<file path="src/rtl/decoder.sv">
// ---------------------------------------------------------------------------
// decoder
// SEL_W-bit to 2**SEL_W one-hot decoder with a combinational output and a
// registered capture path.
//
// Ports (declaration order is fixed so that a positional (label, stream)
// instance still elaborates):
//   label    out OUT_W  combinational one-hot of stream, independent of
//                       clock, reset_n and en
//   stream   in  SEL_W  select index
//   clock    in  1      rising-edge clock
//   reset_n  in  1      asynchronous active-low reset; deassertion must be
//                       synchronised by the integrator
//   en       in  1      capture enable
//   label_q  out OUT_W  registered one-hot of index_q, zero until valid_q
//   index_q  out SEL_W  last captured stream
//   valid_q  out 1      high once a capture has happened since reset
//   changed  out 1      one-cycle pulse after a capture that loaded a
//                       different index than the previous capture
// ---------------------------------------------------------------------------
module decoder #(
   parameter int SEL_W = 5,
   localparam int OUT_W = 2 ** SEL_W
) (
   output logic [OUT_W-1:0] label,
   input  logic [SEL_W-1:0] stream,
   input  logic             clock,
   input  logic             reset_n,
   input  logic             en,
   output logic [OUT_W-1:0] label_q,
   output logic [SEL_W-1:0] index_q,
   output logic             valid_q,
   output logic             changed
);

   // One-hot of an index. Shifting a single set bit means an unknown index
   // propagates as an all-unknown result in 4-state simulation, and the
   // expression is plain combinational logic with no latch.
   function automatic logic [OUT_W-1:0] onehot(input logic [SEL_W-1:0] idx);
      logic [OUT_W-1:0] one_s;
      one_s = {{(OUT_W-1){1'b0}}, 1'b1};
      return one_s << idx;
   endfunction

   logic [OUT_W-1:0] label_s;
   logic [OUT_W-1:0] label_r;
   logic [SEL_W-1:0] index_r;
   logic             valid_r;
   logic             changed_r;

   // Combinational decode of the live select; deliberately untouched by
   // reset so it keeps tracking stream while the registers are cleared.
   always_comb begin
      label_s = onehot(stream);
   end

   // Capture path: load on en, hold otherwise. changed compares against the
   // previously captured index only when one exists, so the first capture
   // after reset never pulses.
   always_ff @(posedge clock or negedge reset_n) begin
      if (!reset_n) begin
         label_r   <= {OUT_W{1'b0}};
         index_r   <= {SEL_W{1'b0}};
         valid_r   <= 1'b0;
         changed_r <= 1'b0;
      end else if (en) begin
         label_r   <= onehot(stream);
         index_r   <= stream;
         valid_r   <= 1'b1;
         changed_r <= valid_r && (stream != index_r);
      end else begin
         label_r   <= label_r;
         index_r   <= index_r;
         valid_r   <= valid_r;
         changed_r <= 1'b0;
      end
   end

   assign label   = label_s;
   assign label_q = label_r;
   assign index_q = index_r;
   assign valid_q = valid_r;
   assign changed = changed_r;

endmodule

</file>
<file path="config.mk">
export PLATFORM = sky130hd
export DESIGN_NAME = decoder
export DESIGN_NICKNAME = d
export VERILOG_FILES = /design/src/rtl/decoder.sv
export SDC_FILE = /design/constraint.sdc
export NUM_CORES = 1
export LEC_CHECK = 0
export BUFFER_PORTS_ARGS = -buffer_cell sky130_fd_sc_hd__buf_2
export CORE_ASPECT_RATIO = 1.1
export CORE_MARGIN = 5
export CORE_UTILIZATION = 35
export CTS_CLUSTER_SIZE = 25
export DETAILED_ROUTE_END_ITERATION = 10
export GPL_ROUTABILITY_DRIVEN = 0
export PLACE_DENSITY = 0.61
export SYNTH_ARGS = -nofsm -noshare
export SYNTH_HDL_FRONTEND = slang
export SYNTH_SLANG_ARGS = --single-unit
</file>
<file path="constraint.sdc">
create_clock -name clock -period 1.6 [get_ports clock]
set_clock_uncertainty 0.2 [all_clocks]
set_input_delay 0.32 -clock clock [delete_from_list [all_inputs] [get_ports clock]]
set_output_delay 0.32 -clock clock [all_outputs]
set_load 0.05 [all_outputs]
</file>
==> flow_metrics.py <==
metrics = {
    "worst_hold_path": {
        "hold_path.class": "in2reg",
        "min_from": "stream[4]",
        "holdPathStages": 3,
        "worst_hold_path.endpoint": "index_q[4]$_DFFE_PN0P_",
    },
    "timing": {
        "fin_crit_sh_pct": 111.5,
        "fin_ws_ns": -0.1833,
        "slew_headroom_pct": 72.96,
        "setup_viol": 32,
        "fmax_ghz": 0.5608,
        "worst_pin_slew_ns": 0.4056,
        "finalHoldViolations": 0,
        "grt_setup_unrepaired": "true",
        "layout_min_cycle_time_ns": 1.783,
        "drv_slew": 0,
    },
    "yosys": {
        "synth_seq_area_share_pct": 54.85,
        "synthesis.area_um2": 1779,
        "ys_types": 20,
        "avgSynthCellArea_um2": 12.71,
        "synth_cells": 140,
        "synthesis.nets": 148,
        "yosysWarnings": 0,
        "ys_seq_elements": 39,
    },
    "cts": {
        "root_buffer": "clkbuf_8",
        "cts_sinks": 39,
        "cts_tree": "done",
        "htreeDepth": 2,
        "clkTransAtPathRegs_ns": 0.07,
        "cts_buffer_depth": 2,
        "clk_latency_ns": 0.29,
        "cts_buffers": 5,
    },
    "detailed_routing": {
        "wl_per_cell_um": 15.85,
        "totalWireLength_um": 4960,
        "avgViaCountPerCell": 4.760,
        "via_count": 1490,
        "dr.pass1.iters": 3,
        "drtIter0Drc": 44,
        "ant_nets": 0,
        "drc": 0,
    },
    "critical_path": {
        "worst_ep_required_time_ns": 1.08,
        "r2r_setup_slack_ns": 0.45,
        "ff2ff_path_depth": 3,
        "worstSetupEndpointType": "output port",
        "critPathKind": "in2out",
        "regToRegStartpoint": "index_q[2]$_DFFE_PN0P_",
        "rr_endpoint": "changed$_DFF_PN0_",
        "path_max_fanout": 3,
        "startpoint_type": "input port",
        "arrival_ns": 1.26,
    },
    "die": {
        "core_area_um2": 4966,
        "die_height_um": 84.78,
        "start_util_pct": 35.83,
        "io_pins": 79,
        "die_x_um": 77.98,
        "die_area_um2": 6611,
        "rows": 27,
    },
    "placement": {
        "dp_slack_ns": -0.3065,
        "portBuffers": 78,
        "hpwlAfterDp_um": 3437,
    },
    "global_route": {
        "grt_pass1_vias": 1575,
        "grt_pass1_wl_um": 7983,
        "grt_max_degree": 40,
        "grt_remaining_overflow": 0,
        "grtUsageTotal_pct": 15.15,
        "antenna_found_initial": 0,
    },
    "finish": {
        "final_util_pct": 66.54,
        "area_delta_synth_final_pct": 85.72,
        "diodes": 0,
        "nets": 262,
        "drive_gt1_share_pct": 79.22,
    },
    "power": {
        "irDropWorstVdd_v": 0.0003924,
        "power_density_nw_per_um2": 709.8,
        "p_leak_nw": 1.621,
    },
    "outcome": {
        "outcome": "finished, violations left",
        "violations": "negative setup slack",
    },
    "run": {
        "max_cap_viol_count": 0,
    },
}
-- where the power goes --
group          internal, mW  total, mW  switching, mW
registers              1.02       1.04         0.0201
clock network         0.394      0.734          0.341
logic                 0.221      0.574          0.353
total                  1.63       2.35          0.713
-- metrics by stage --
step,area [um^2],hold WS [ns],power (mW),setup TNS (ns),std cells
after floorplan,2036,-0.1756,1.402,-7.571,140
after global placement,2615,0.1062,1.533,-7.630,292
after detailed placement,2615,0.1086,1.535,-7.825,292
after CTS,3124,0.1777,2.343,-2.403,306
after global routing,3304,0.2061,2.450,-4.223,313
final,3304,0.1988,2.346,-3.220,313
-- state kept, by name, summed over array words and instances (netlist names) --
signal	count
valid_q	1
index_q	5
label_q	32
changed	1
-- cell usage in the layout (no fill, tap or decap), drive strengths merged --
cell type	Yosys	layout
or3	1	1
nand3b	3	3
nand2	3	3
dlygate4sd3	0	1
xnor2	2	2
mux2	37	37
a31oi	1	1
dfrtp	39	39
xor2	3	3
buf	8	115
nand2b	4	4
nand3	1	1
or2	1	1
nor2	24	24
or3b	3	3
clkbuf	1	8
nor3	9	9
-- cell usage after synthesis --
| cell | n | share of area (%) |
|---|---|---|
| mux2_2 | 37 | 23 |
| clkbuf_1 | 1 | 0.21 |
| nor3_1 | 5 | 1.4 |
| nor3_2 | 3 | 1.7 |
| or3b_4 | 3 | 1.9 |
| buf_4 | 4 | 1.7 |
| nor3_4 | 1 | 0.91 |
| or3_4 | 1 | 0.63 |
| xnor2_1 | 2 | 0.98 |
| or2_2 | 1 | 0.35 |
| nor2_1 | 24 | 5.1 |
| dfrtp_1 | 39 | 55 |
| nand2_1 | 3 | 0.63 |
| a31oi_1 | 1 | 0.35 |
| buf_2 | 3 | 0.84 |
| nand3b_1 | 3 | 1.3 |
| xor2_1 | 3 | 1.5 |
| nand3_1 | 1 | 0.28 |
| buf_6 | 1 | 0.63 |
| nand2b_1 | 4 | 1.4 |
-- kinds of logic (layout without fill, tap and decap cells) --
kind of cell	Yosys count	count (layout)	synth area share, %
xor+xnor	5	5	2.462
compound gates	1	1	0.3518
simple gates	49	49	15.54
buf+inv	9	124	3.375
mux	37	37	23.42
flops	39	39	54.85
-- layer usage --
| layer | vias to the layer above | global-route usage [%] | wire length [um] |
|---|---|---|---|
| met5 | - | 0 | 0 |
| met4 | 0 | 5.223 | 88 |
| met3 | 6 | 6.116 | 421 |
| met2 | 56 | 24.07 | 2490 |
| met1 | 724 | 18.57 | 1960 |
| li1 | 704 | - | - |
-- worst max-delay path by stage --
stage / from / to / slack (ns)
3_5_place_dp: stream[4] / label[16] / -0.31
4_1_cts: stream[3] / label[16] / -0.19
5_1_grt: stream[1] / label[1] / -0.21
3_3_place_gp: stream[4] / label[16] / -0.30
2_1_floorplan: stream[4] / label[10] / -0.23
6_report: stream[2] / label[17] / -0.18
-- final cells by class --
cell class | count | area [um^2]
fill | 386 | 1662
sequential | 39 | 975.9
clock buffer | 8 | 100.1
timing repair buffer | 116 | 1105
tap | 58 | 72.57
multi-input combinational | 92 | 1051
-- worst max-delay path: stages --
cell and delay (ns):
buf_8 0.10, or3b_4 0.42, buf_12 0.15, nor2_4 0.12, buf_8 0.15
-- timing repair --
action                                 CTS  global route
gates resized for setup                104            32
pin swaps                               11            16
setup endpoints to repair               32            32
hold buffers                             1             0
endpoints found under the hold margin   39             0
buffers inserted                         5             8
Power figures use the tool's default switching activity.
